**config.mk**
```make
export PLATFORM = sky130hd
export DESIGN_NAME = mtm_alu_deserializer
export DESIGN_NICKNAME = d
export VERILOG_FILES = /design/src/rtl/mtm_alu_deserializer.sv
export SDC_FILE = /design/constraint.sdc
export NUM_CORES = 1
export LEC_CHECK = 0
export BUFFER_PORTS_ARGS = -buffer_cell sky130_fd_sc_hd__buf_2
export CAP_MARGIN = 10
export CORE_MARGIN = 2
export CORE_UTILIZATION = 35
export CTS_CLUSTER_DIAMETER = 150
export DETAILED_ROUTE_END_ITERATION = 8
export PLACE_DENSITY = 0.58
export SLEW_MARGIN = 20
export SYNTH_ARGS = -nofsm -noshare
export SYNTH_HDL_FRONTEND = slang
export SYNTH_SLANG_ARGS = --single-unit
```
**constraint.sdc**
```tcl
create_clock -name clk -period 3.1 [get_ports clk]
set_clock_uncertainty 0.2 [all_clocks]
set_input_delay 0.31 -clock clk [delete_from_list [all_inputs] [get_ports clk]]
set_output_delay 0.31 -clock clk [all_outputs]
set_load 0.01 [all_outputs]
```
**src/rtl/mtm_alu_deserializer.sv**
```systemverilog
// mtm_alu_deserializer: decodes the serial ALU command stream.
// Each packet holds eight DATA frames (operand B then A, MSB byte first) and
// one CTL frame carrying {0, OP, CRC}. The decoded operands, opcode and error
// flags are presented for one cycle after the CTL stop bit. A framing error on
// any frame also produces a one-cycle error pulse.
module mtm_alu_deserializer (
    input  logic        clk,
    input  logic        rst_n,
    input  logic        sin,
    output logic        out_valid,
    output logic [31:0] out_a,
    output logic [31:0] out_b,
    output logic [2:0]  out_op,
    output logic [2:0]  out_err
);

    typedef enum logic [1:0] {
        ST_IDLE,
        ST_TYPE,
        ST_DATA,
        ST_STOP
    } state_t;

    state_t      state_q, state_d;
    logic [2:0]  bit_cnt_q;   // payload bit index within DATA
    logic        is_ctl_q;    // type bit of the frame in flight
    logic [7:0]  shift_q;     // payload, MSB first
    logic [3:0]  data_cnt_q;  // DATA frames accepted, saturates at 8
    logic        overflow_q;  // more than eight DATA frames seen
    logic [63:0] store_q;     // {B, A}; slot 0 lands in bits 63:56

    logic [2:0]  op_rx;
    logic [3:0]  crc_rx;
    logic        err_data, err_crc, err_op;

    // CRC-4, x^4 + x + 1, init 0, over the stream MSB first.
    function automatic logic [3:0] crc4(input logic [67:0] stream);
        logic [3:0] c;
        logic       fb;
        // NOTE: blocking assignments inside a function model the serial
        // recurrence; each iteration sees the previous iteration's result.
        c = 4'h0;
        for (int i = 67; i >= 0; i--) begin
            fb = stream[i] ^ c[3];
            c  = {c[2], c[1], c[0] ^ fb, fb};
        end
        return c;
    endfunction

    assign op_rx  = shift_q[6:4];
    assign crc_rx = shift_q[3:0];

    // Packet checks, only meaningful while a CTL frame sits in STOP.
    always_comb begin
        // NOTE: every output of this block gets a value on every path, so no
        // latch is inferred.
        err_data = (data_cnt_q != 4'd8) || overflow_q;
        err_crc  = 1'b0;
        err_op   = 1'b0;
        if (!err_data) begin
            err_crc = (crc_rx != crc4({store_q, 1'b1, op_rx}));
            if (!err_crc) begin
                err_op = !(op_rx inside {3'b000, 3'b001, 3'b100, 3'b101});
            end
        end
    end

    // Frame state register.
    always_ff @(posedge clk or negedge rst_n) begin
        // NOTE: non-blocking assignments for all clocked state so every
        // register samples pre-edge values regardless of statement order.
        if (!rst_n) state_q <= ST_IDLE;
        else        state_q <= state_d;
    end

    // Frame next-state: start bit, type bit, eight payload bits, stop bit.
    always_comb begin
        state_d = state_q;
        case (state_q)
            ST_IDLE: if (!sin) state_d = ST_TYPE;
            ST_TYPE: state_d = ST_DATA;
            ST_DATA: if (bit_cnt_q == 3'd7) state_d = ST_STOP;
            ST_STOP: state_d = ST_IDLE;
            default: state_d = ST_IDLE;
        endcase
    end

    // Bit capture: type latch, payload shift register and bit counter.
    always_ff @(posedge clk or negedge rst_n) begin
        if (!rst_n) begin
            bit_cnt_q <= 3'd0;
            is_ctl_q  <= 1'b0;
            shift_q   <= 8'h00;
        end else begin
            bit_cnt_q <= (state_q == ST_DATA) ? bit_cnt_q + 3'd1 : 3'd0;
            if (state_q == ST_TYPE) is_ctl_q <= sin;
            if (state_q == ST_DATA) shift_q  <= {shift_q[6:0], sin};
        end
    end

    // Frame completion: store DATA bytes, decode CTL, report framing errors.
    always_ff @(posedge clk or negedge rst_n) begin
        if (!rst_n) begin
            data_cnt_q <= 4'd0;
            overflow_q <= 1'b0;
            // NOTE: the byte store is reset, so a packet cut short by reset
            // can never leak stale operands.
            store_q    <= 64'h0;
            out_valid  <= 1'b0;
            out_a      <= 32'h0;
            out_b      <= 32'h0;
            out_op     <= 3'b000;
            out_err    <= 3'b000;
        end else begin
            out_valid <= 1'b0;
            out_err   <= 3'b000;
            if (state_q == ST_STOP) begin
                if (!sin) begin
                    // Framing error: drop the frame and the partial packet.
                    data_cnt_q <= 4'd0;
                    overflow_q <= 1'b0;
                    out_valid  <= 1'b1;
                    out_err    <= 3'b100;
                    out_a      <= 32'h0;
                    out_b      <= 32'h0;
                    out_op     <= 3'b000;
                end else if (!is_ctl_q) begin
                    if (data_cnt_q == 4'd8) begin
                        overflow_q <= 1'b1;
                    end else begin
                        store_q[{~data_cnt_q[2:0], 3'b000} +: 8] <= shift_q;
                        data_cnt_q <= data_cnt_q + 4'd1;
                    end
                end else begin
                    data_cnt_q <= 4'd0;
                    overflow_q <= 1'b0;
                    out_valid  <= 1'b1;
                    out_err    <= {err_data, err_crc, err_op};
                    if (err_data) begin
                        out_a  <= 32'h0;
                        out_b  <= 32'h0;
                        out_op <= 3'b000;
                    end else begin
                        out_a  <= store_q[31:0];
                        out_b  <= store_q[63:32];
                        out_op <= op_rx;
                    end
                end
            end
        end
    end

endmodule

```
* After elaboration in Yosys (flattened, before gate mapping)
Index checks and enable logic that the tools add are counted.
** Word-level totals
- Output and inout port bits :: 71
- Bits of input ports :: 3
- Flip-flop bits (word level) :: 154
- Word-level logic and storage cells :: 206
** Operators by class
- $add $sub $neg :: 3
- Reductions and logical operators :: 10
- Shifts and indexed selects :: 2
- Equal/unequal tests :: 15
- Multiplexer cells :: 29
- Bitwise operators :: 135
** Operator list (count)
- 32-bit 2-to-1 mux :: 6
- 1-bit XOR :: 131
- 64-bit bitwise mux :: 1
- 8-bit by 8-bit variable shift with 64-bit output (first input constant) :: 1
- 8-bit by 8-bit variable part select with 64-bit output :: 1
- 3-bit 2-to-1 mux :: 7
- 4-bit 2-to-1 mux :: 3
- 3-bit == test (second input constant) :: 3
- 1-bit 2-to-1 mux :: 9
- 6-bit negator with 8-bit output :: 1
- 2-bit one-hot mux with 4 select lines :: 1
- 2-bit AND reduction :: 4
- 4-bit by 1-bit adder with 4-bit output (second input constant) :: 1
- 2-bit == test (second input constant) :: 2
- 4-bit == test (second input constant) :: 1
- 2-bit 2-to-1 mux :: 2
- 2-bit inequality test (second input constant) :: 2
- 4-bit inequality test :: 1
- 4-bit inequality test (second input constant) :: 1
- 4-bit AND reduction :: 1
- 4-bit nonzero test :: 1
- 3-bit by 1-bit adder with 3-bit output (second input constant) :: 1
- 3-bit by 1-bit == test with 1-bit output (second input constant) :: 1
- 3-bit logical NOT :: 1
- 9 further kinds :: 11

* Depth between registers and ports, before layout
Gate-level depths: netlist of run 1.
- Depth in word-level cells :: 51
- Mapped depth :: 10
- Gate-level depth less buffers :: 8

* Worst setup path after synthesis of run 1
Ideal clock, no wire load.
- Path kind :: register -> register
- From :: register store_q[59]
- To :: register out_err[1]
- Slack :: -0.098 ns
- Library setup time :: 0.120 ns
- Arrival time :: 2.878 ns
- Path buffers :: 0
- Clock period less this slack :: 3.198 ns
- Required time :: 2.780 ns
- Cell stages (with the launch flop) :: 9
- Path through :: dfrtp_1 > xor3_2 > xor3_2 > xnor3_2 > xnor3_1 > xnor3_1 > nand4_1 > a211o_1 > and3_1
** Between the ends
- Cells in the longest elaborated chain, start to end :: 49
- Elaborated cells between the ends (all ways) :: 129
- Classes of those cells :: eq/ne: 1; mux: 4; bitwise: 124
** RTL lines
- start: declaration :: RTL line 30 : logic [63:0] store_q;
- start signal: indexed assignment :: RTL line 131 : store_q[{~data_cnt_q[2:0], 3'b000} +: 8] <= shift_q;
- 1-bit XOR * :: RTL line 44 : fb = stream[i] ^ c[3];
- 1-bit XOR :: RTL line 45 : c = {c[2], c[1], c[0] ^ fb, fb};
- 1-bit XOR :: RTL line 44
- 1-bit XOR :: RTL line 45
- 1-bit XOR :: RTL line 44
- 1-bit XOR :: RTL line 45
- 1-bit XOR :: RTL line 44
- 1-bit XOR :: RTL line 45
- (+33 left out)
- 1-bit XOR :: RTL line 45
- 1-bit XOR :: RTL line 44
- 1-bit XOR :: RTL line 45
- 4-bit inequality test * :: RTL line 61 : err_crc = (crc_rx != crc4({store_q, 1'b1, op_rx}));
- 1-bit 2-to-1 mux * :: RTL line 60 : if (!err_data) begin
- 3-bit 2-to-1 mux * :: RTL line 127 : end else if (!is_ctl_q) begin
- 3-bit 2-to-1 mux * :: RTL line 118 : if (!sin) begin
- 3-bit 2-to-1 mux * :: RTL line 117 : if (state_q == ST_STOP) begin
- end signal: assignment :: RTL line 138 : out_err <= {err_data, err_crc, err_op};
- end: declaration :: RTL line 14 : output logic [2:0] out_err
Mark *: on every way between the ends. The rest lies on a longest branch, timed or not.
A chain may end at the register's enable or synchronous reset.

* Final worst setup path of run 1
- From :: register store_q[61]
- To :: register out_err[1]
** Between the ends
- Cells in the longest elaborated chain, start to end :: 48
- Elaborated cells between the ends (all ways) :: 132
- Classes of those cells :: eq/ne: 1; mux: 4; bitwise: 127
** RTL lines (RTL line)
- 1-bit XOR :: 45
- 1-bit XOR :: 44
- 1-bit XOR :: 45
- 1-bit XOR :: 44
- 1-bit XOR :: 45
- 1-bit XOR :: 44
- 1-bit XOR :: 45
- 1-bit XOR :: 44
- (+32 left out)
- 1-bit XOR :: 45
- 1-bit XOR :: 44
- 1-bit XOR :: 45
- 4-bit inequality test * :: 61
- 1-bit 2-to-1 mux * :: 60
- 3-bit 2-to-1 mux * :: 127
- 3-bit 2-to-1 mux * :: 118
- 3-bit 2-to-1 mux * :: 117
Marks and branches as above.

==> results_dict.tcl, run 1 <==
set metrics [dict create \
    outcome "finished with violations" \
    violations "negative setup slack" \
    finalMaxSlewViolations 0 \
    r2r-start "store_q[61]" \
    via_per_inst 4.98 \
    hold_end "shift_q[0]" \
    cts_tree "built" \
    cts_sinks 154 \
    clk_latency_ns 0.43 \
    cp.arrival_ns 3.37 \
    die_x_microns 149 \
    place_ws_ns -0.180 \
    numCtsBuffers 17 \
    cts_root_buf "clkbuf_16" \
    ant_nets 0 \
    ys_seq_area_share_pct 52.3 \
    ios 74 \
    worst_r2r_endpoint "out_err[1]" \
    coreArea_sq_um 20800 \
    syn_inst 501 \
    path_class "register to register" \
    path_max_fanout 4 \
    ys_warn_count 0 \
    initial_utilization_pct 35.4 \
    grt_pass1_vias 4655 \
    port-buffer-count 73 \
    ctsHtreeMaxLevel 4 \
    synth_compound_area_share_pct 9.00 \
    grt.overflow.total 0 \
    dieArea_sq_um 22200 \
    min_period_ns 3.25 \
    critPathRequiredTime_ns 3.22 \
    post-route-util_pct 44.2 \
    antenna_found_initial 0 \
    syn_to_final_growth_pct 25.1 \
    routedWlPerCell_microns 19.0 \
    setup_viol_count_final 2 \
    grt_first_pass_wirelength_mm 27.2 \
    ys_types 35 \
    seq_area_sq_um 3850 \
    netlist_area_sq_um 7370 \
    synth_nets 514 \
    synth-xor-area-share_pct 20.9 \
    finalWorstSetupSlack_ns -0.150 \
    hold_violations 0 \
    synthAdderAreaFrac_pct 1.70 \
    rrSetupSlack_ns -0.15 \
    drive_above_1_share_pct 42.2 \
    fillerInstances 1878 \
    synth_mux_area_share_pct 11.2 \
    synth.avg_cell_area_sq_um 14.7 \
    clk_path_buf_depth 2 \
    hpwl_mm 11.9 \
    fmax_ghz 0.308 \
    synth_top_family_by_area "XOR/XNOR gates" \
    wirelength_mm 17.4 \
    n_antenna_cell 0 \
    num_vias 4557 \
    rsz0062_at_grt "yes" \
    timing.final.crit_share_pct 105 \
    grt_usage_pct 16.4 \
    end_kind "register" \
    worstHoldPathCells 2 \
    maxSlewHeadroom_pct 56.6 \
    reg2reg_depth 9 \
    synth.ff_latch_count 154 \
    cap_violations 0 \
    multi_input_area_sq_um 3500 \
    critPathLaunchType "register" \
    gp_congestion 0.855 \
    tightestPinTransition_ns 0.648 \
    path_clk_slew_ns 0.06 \
    rows 53 \
    dieHeight_microns 149 \
    grt_max_degree 62 \
    startpoint "store_q[61]" \
    drc_errors 0 \
    synth-simple-area-share_pct 3.09 \
    dr.first_iter.drc_count 196 \
    finalNetCount 640 \
    hold_start "sin" \
    first_pass_iters 4 \
    hold_path.class "primary input to register" \
]
## cells by family (layout without fill, tap and decap cells)
kind of cell             after synthesis  in the layout
buffers and inverters                 35            174
XOR/XNOR                             105            105
multiplexers                          73             73
AND/OR/NAND/NOR                       44             44
AO/OA/AOI/OAI                         80             80
flip-flops                           154            154
adder cells (fa/ha/maj)               10             10
## sequential cells by signal, indices dropped and copies added, names as in the netlist
name        flops
out_a          32
data_cnt_q      4
bit_cnt_q       3
out_valid       1
out_err         3
state_q         2
store_q        64
overflow_q      1
shift_q         8
out_b          32
is_ctl_q        1
out_op          3
## how the worst max path moves through the flow
stage | slack (ns) | endpoint
after floorplan | 0.0007 | out_err[1]
after CTS | -0.06 | out_err[1]
after detailed placement | -0.18 | out_err[1]
final | -0.15 | out_err[1]
after global routing | -0.23 | out_err[1]
after global placement | -0.04 | out_err[1]
## synthesized netlist by cell type, drive strengths merged
cell type | n | area (sq um)
nand4b | 1 | 8.76
nor2b | 4 | 25.0
nand2 | 13 | 48.8
nand2b | 1 | 6.26
and4b | 1 | 10.0
nand4 | 4 | 25.0
nor2 | 7 | 26.3
nand3 | 4 | 20.0
o211ai | 1 | 7.51
dfrtp | 154 | 3850
and2 | 2 | 12.5
clkbuf | 23 | 86.3
xor3 | 7 | 170
a22oi | 1 | 7.51
a211o | 1 | 8.76
and3 | 3 | 18.8
a211oi | 1 | 7.51
o21ai | 6 | 30.0
buf | 5 | 21.3
nor4 | 2 | 12.5
mux2 | 73 | 822
nor3 | 1 | 5.00
xnor2 | 54 | 495
ha | 10 | 125
inv | 7 | 26.3
xor2 | 9 | 86.3
a22o | 67 | 587
xnor3 | 35 | 790
and4 | 1 | 8.76
a21oi | 3 | 15.0
## through the flow
step	std cells	instance area, sq um	hold WS [ns]	TNS (ns)
4_1_cts	907	9080	0.0195	-0.0817
3_3_place_gp	863	8320	0.123	-0.0404
6_report	915	9210	0.0268	-0.240
3_5_place_dp	863	8320	0.125	-0.297
2_1_floorplan	501	7370	-0.186	0
5_1_grt	915	9210	0.0272	-0.391
## metal layers
| layer | vias up | GRT usage [%] | part of all wire, % |
|---|---|---|---|
| met5 | - | 0 | 0 |
| met4 | 0 | 5.81 | 2.0 |
| met3 | 26 | 3.33 | 3.5 |
| met2 | 103 | 26.2 | 48 |
| met1 | 2353 | 22.3 | 46 |
| li1 | 2075 | - | - |
## cells in the final DEF, fill, tap and decap left out, types with 3 or more instances in the layout
master / count
dfrtp_1: 153
mux2_2: 73
buf_2: 72
a22o_1: 67
buf_4: 56
xnor2_1: 44
xnor3_1: 25
clkbuf_16: 17
nand2_1: 12
xnor3_2: 10
ha_1: 10
xnor2_2: 9
inv_1: 7
nor2_1: 7
xor2_1: 6
o21ai_0: 6
nor2b_1: 4
xor3_2: 4
nand4_1: 4
nand3_1: 4
clkinvlp_4: 4
buf_12: 4
xor3_1: 3
and3_1: 3
a21oi_1: 3
clkinv_4: 3
## critical path, stage by stage (launching register included)
cell      delay [ns]
dfrtp_2         0.44
xor3_2          0.43
buf_6           0.14
xor3_1          0.35
xnor3_2         0.27
xnor2_2         0.18
xor3_1          0.47
nor4_2          0.31
o211ai_1        0.17
and3_1          0.18
## repair_timing
item / CTS / global route
buffers inserted: 11 / 8
pin swaps: 27 / 18
hold buffers: 1 / 0
endpoints found under the hold margin: 59 / 0
resized for setup: 15 / 10
setup endpoints to repair: 2 / 2
## area by class of cell
cell class,count,share of cell area (%)
clock buffer,20,4.96
clock inverter,12,1.51
inverter,7,0.285
multi-input combinational,312,38.0
sequential,154,41.8
tap,275,3.73
timing repair buffer,135,9.70
Power of run 1 is left out: the tool's default activity adds up to more than one toggle a clock period on the data nets, which glitch-free logic cannot reach.
==> run 2: changes to the inputs <==
--- a/config.mk
+++ b/config.mk
@@ -5,7 +5,7 @@
 export SDC_FILE = /design/constraint.sdc
 export NUM_CORES = 1
 export LEC_CHECK = 0
-export BUFFER_PORTS_ARGS = -buffer_cell sky130_fd_sc_hd__buf_2
+export BUFFER_PORTS_ARGS = -buffer_cell sky130_fd_sc_hd__buf_4
 export CAP_MARGIN = 10
 export CORE_MARGIN = 2
 export CORE_UTILIZATION = 35
==> run 2 against run 1 <==
Against the previous run:
- critical path depth stayed put
- the flow still finishes with violations (negative setup slack)
- via count is 1.6% lower
- cell area is 1.6% higher
- clock-buffer cell count stayed put
- non-clock buffer count is 9 lower
- critical endpoint unchanged
- largest cell class unchanged
- maximum frequency is 0.12% lower
- highest routed layer unchanged
- global-route usage hardly changed
- wire length is 1.9% lower
- sequential share of layout area is 0.64 points lower
- setup slack worse by 0.0038 ns
==> results_dict.tcl, run 2 (synthesis results as in run 1) <==
set metrics [dict create \
    routedWlPerCell_microns 18.8 \
    first_pass_iters 4 \
    clk_path_buf_depth 2 \
    wirelength_mm 17.0 \
    finalMaxSlewViolations 0 \
    design_area_sq_um 9360 \
    antenna_found_initial 0 \
    dieArea_sq_um 22200 \
    grt.overflow.total 0 \
    grt_max_degree 72 \
    cts_root_buf "clkbuf_16" \
    numCtsBuffers 17 \
    die_x_microns 149 \
    ios 74 \
    path_max_fanout 4 \
    end_kind "register" \
    hpwl_mm 11.7 \
    cap_violations 0 \
    rsz0062_at_grt "yes" \
    final_cell_mix "dfrtp_1, buf_4, mux2_2" \
    cts_tree "built" \
    dieHeight_microns 149 \
    finalNetCount 631 \
    rows 53 \
    ant_nets 0 \
    grt_usage_pct 16.4 \
    initial_utilization_pct 35.4 \
    grt_first_pass_wirelength_mm 27.2 \
    reg2reg_depth 9 \
    critPathRequiredTime_ns 3.21 \
    violations "negative setup slack" \
    finalWorstSetupSlack_ns -0.154 \
    num_vias 4483 \
    path_class "register to register" \
    whs_ns 0.241 \
    top_register "store_q" \
    outcome "finished with violations" \
    dr.first_iter.drc_count 292 \
    reg.largest.list "store_q x64, out_a x32, out_b x32" \
    critPathLaunchType "register" \
    min_period_ns 3.25 \
    n_antenna_cell 0 \
    tightestPinTransition_ns 0.649 \
    clk_latency_ns 0.43 \
    port-buffer-count 73 \
    setup_viol_count_final 2 \
    coreArea_sq_um 20800 \
    path_clk_slew_ns 0.06 \
    cts_sinks 154 \
    drive_above_1_share_pct 41.1 \
    syn_to_final_growth_pct 27.0 \
    maxSlewHeadroom_pct 56.7 \
    final_common_cell "dfrtp_1" \
    cp.arrival_ns 3.37 \
    hold_path.class "register to register" \
    fmax_ghz 0.307 \
    gp_congestion 0.826 \
    timing.final.crit_share_pct 105 \
    via_per_inst 4.95 \
    largest_reg_flops 64 \
    postPlaceCellArea_sq_um 8460 \
    grt_pass1_vias 4657 \
    drc_errors 0 \
    worstHoldPathCells 1 \
    ctsHtreeMaxLevel 4 \
    hold_violations 0 \
]
==> run 2: repair_timing <==
item                                    4_1_cts  5_1_grt
hold endpoints to repair                     71        0
resized for setup                            19        9
endpoints found under the setup margin        2        2
hold buffers                                  2        0
pin swaps                                    19        7
setup buffers                                11        2
==> run 2: stage by stage <==
step | instances | worst slack [ns] | setup TNS [ns] | utilization, %
4_1_cts | 903 | -0.122 | -0.214 | 44.7
2_1_floorplan | 501 | 0.000712 | 0 | -
6_report | 905 | -0.154 | -0.276 | 44.9
3_3_place_gp | 859 | -0.0461 | -0.0461 | 40.6
3_5_place_dp | 859 | -0.245 | -0.435 | 40.6
5_1_grt | 905 | -0.239 | -0.452 | 44.9
==> run 2: worst paths after layout <==
kind / slack [ns] / endpoint / startpoint
max: -0.15 / out_err[1] / store_q[59]
min: 0.24 / bit_cnt_q[0] / bit_cnt_q[0]
max reg2reg: -0.15 / out_err[1] / store_q[59]
min reg2reg: 0.24 / bit_cnt_q[0] / bit_cnt_q[0]
max in group asynchronous: 1.51 / out_a[27] / rst_n
min in group asynchronous: 0.28 / data_cnt_q[2] / rst_n
==> run 2: area by class of cell <==
type	count	area (sq um)
clock buffer	20	447
clock inverter	11	194
fill	1843	11500
inverter	7	26.3
multi-input combinational	312	3520
sequential	154	3850
tap	275	344
timing repair buffer	126	971
==> run 2: layer usage <==
metal	vias up	wire, microns	GRT usage, %
met5	-	0	0
met4	0	286	5.67
met3	21	606	3.43
met2	100	8360	26.6
met1	2308	7800	22.0
li1	2054	-	-
==> run 2: critical path: stages, from the launching register on <==
cell and delay [ns]:
dfrtp_1 0.43, xor3_2 0.44, buf_6 0.15, xor3_1 0.35, xnor3_2 0.44, xor3_2 0.31
xnor2_2 0.17, nor4_2 0.34, o211ai_1 0.14, and3_1 0.17
Power of run 2 is left out for the same reason.
==> run 3: changes to the inputs <==
--- a/config.mk
+++ b/config.mk
@@ -11,7 +11,7 @@
 export CORE_UTILIZATION = 35
 export CTS_CLUSTER_DIAMETER = 150
 export DETAILED_ROUTE_END_ITERATION = 8
-export PLACE_DENSITY = 0.58
+export PLACE_DENSITY = 0.56
 export SLEW_MARGIN = 20
 export SYNTH_ARGS = -nofsm -noshare
 export SYNTH_HDL_FRONTEND = slang
==> constraint.sdc (replaced) <==
create_clock -name clk -period 3.66 [get_ports clk]
set_clock_uncertainty 0.2 [all_clocks]
set_input_delay 0.366 -clock clk [delete_from_list [all_inputs] [get_ports clk]]
set_output_delay 0.366 -clock clk [all_outputs]
set_load 0.01 [all_outputs]
==> run 3 against run 2 <==
Against the previous run:
- the run now ends clean
- worst hold slack got worse by 0.21 ns
- via count fell by 3.9%
- first-iteration DRC count down 14%
- highest routed layer unchanged
- non-clock buffer count is 44 lower
- setup slack better by 0.42 ns
- core utilization down 2.4 points
- cell area fell by 5.3%
- register-to-register slack improved by 0.42 ns
- final cell count down 4.8%
- sequential share of layout area increased by 2.3 points
- critical path type unchanged
==> results_dict.tcl, run 3 (synthesis results as in run 1) <==
set metrics [dict create \
    cap_violations 0 \
    final_common_cell "dfrtp_1" \
    drive_above_1_share_pct 33.2 \
    n_antenna_cell 0 \
    syn_to_final_growth_pct 20.3 \
    grt_pass1_vias 4472 \
    critPathRequiredTime_ns 3.78 \
    grt_first_pass_wirelength_mm 26.3 \
    place_ws_ns 0.302 \
    ctsHtreeMaxLevel 4 \
    die_x_microns 149 \
    rsz0062_at_grt "no" \
    cts_setup_buffers 0 \
    reg2reg_depth 8 \
    finalNetCount 587 \
    timing.final.crit_share_pct 92.6 \
    outcome "finished, final reports clean" \
    coreArea_sq_um 20800 \
    dieArea_sq_um 22200 \
    wl_met3_microns 605 \
    grt.overflow.total 0 \
    hpwl_mm 11.3 \
    path_max_fanout 4 \
    hold_violations 0 \
    clk_latency_ns 0.43 \
    tightestPinTransition_ns 0.897 \
    initial_utilization_pct 35.4 \
    cts_tree "built" \
    dr.first_iter.drc_count 251 \
    largest_reg_flops 64 \
    antenna_found_initial 0 \
    setup_viol_count_final 0 \
    hold_path.class "primary input to register" \
    path_class "register to register" \
    top_layer "met4" \
    finalWorstSetupSlack_ns 0.270 \
    r2r-start "store_q[59]" \
    hold_start "sin" \
    gp_congestion 0.796 \
    final_cell_mix "dfrtp_1, buf_4, mux2_2" \
    fmax_ghz 0.295 \
    first_pass_iters 5 \
    postPlaceCellArea_sq_um 8230 \
    path_clk_slew_ns 0.06 \
    ant_nets 0 \
    fillerInstances 1940 \
    via_per_inst 5.00 \
    worst_r2r_endpoint "out_err[1]" \
    met2_length_mm 7.97 \
    num_vias 4310 \
    grt_usage_pct 15.8 \
    min_period_ns 3.39 \
    cts_root_buf "clkbuf_16" \
    rrSetupSlack_ns 0.27 \
    maxSlewHeadroom_pct 40.0 \
    setup_tns_ns 0 \
    cts_sinks 154 \
    finalMaxSlewViolations 0 \
    hold_end "shift_q[0]" \
    reg.largest.list "store_q x64, out_a x32, out_b x32" \
    drc_errors 0 \
    rows 53 \
    critPathLaunchType "register" \
    wirelength_mm 16.6 \
    clk_path_buf_depth 2 \
    grt_max_degree 84 \
    ios 74 \
    numCtsBuffers 17 \
    top_register "store_q" \
    routedWlPerCell_microns 19.2 \
    wl_met1_mm 7.76 \
    design_area_sq_um 8860 \
    dieHeight_microns 149 \
    end_kind "register" \
    worstHoldPathCells 2 \
    cp.arrival_ns 3.51 \
    port-buffer-count 73 \
]
run 3: cell count changes in the layout (fill, tap and decap cells not counted), sizes merged:
cell and change:
buf -43, bufinv -2, clkinv +3, dlygate4sd3 -1
run 3: worst max path at each step:
stage                startpoint          to  slack (ns)
global route        store_q[59]  out_err[1]        0.12
floorplan           store_q[59]  out_err[1]        0.46
finish              store_q[59]  out_err[1]        0.27
detailed placement  store_q[59]  out_err[1]        0.30
CTS                 store_q[59]  out_err[1]        0.26
global placement    store_q[59]  out_err[1]        0.38
run 3: stage by stage:
stage / cells / hold slack [ns] / utilization, %
3_3_place_gp: 829 / 0.220 / 39.5
3_5_place_dp: 829 / 0.230 / 39.5
4_1_cts: 862 / 0.00697 / 42.6
6_report: 862 / 0.0291 / 42.6
5_1_grt: 862 / 0.0275 / 42.6
2_1_floorplan: 501 / -0.130 / -
run 3: layer usage:
| layer | GRT usage [%] | up-vias |
|---|---|---|
| met5 | 0 | - |
| met1 | 22.1 | 2230 |
| met2 | 24.7 | 104 |
| li1 | - | 1963 |
| met3 | 3.27 | 13 |
| met4 | 5.67 | 0 |
run 3: worst max-delay path, stage by stage (launching register included):
cell      delay (ns)
dfrtp_1         0.42
xor3_2          0.54
xor3_2          0.43
xnor3_2         0.43
xnor3_1         0.44
xnor3_1         0.27
nor4_1          0.26
o211ai_1        0.14
and3_1          0.17
run 3: what timing repair did:
action                    CTS  global route
hold buffers                1             0
resized for setup           0             0
hold endpoints to repair   71             0
run 3: area by class of cell:
| type | count | area (sq um) | area share [%] |
|---|---|---|---|
| clock buffers | 20 | 457 | 5.15 |
| clock inverters | 12 | 166 | 1.88 |
| well taps | 275 | 344 | 3.88 |
| inverters | 7 | 26.3 | 0.296 |
| multi-input cells | 312 | 3380 | 38.2 |
| flip-flops and latches | 154 | 3850 | 43.5 |
| repair buffers | 82 | 634 | 7.16 |
Power of run 3 is left out for the same reason.
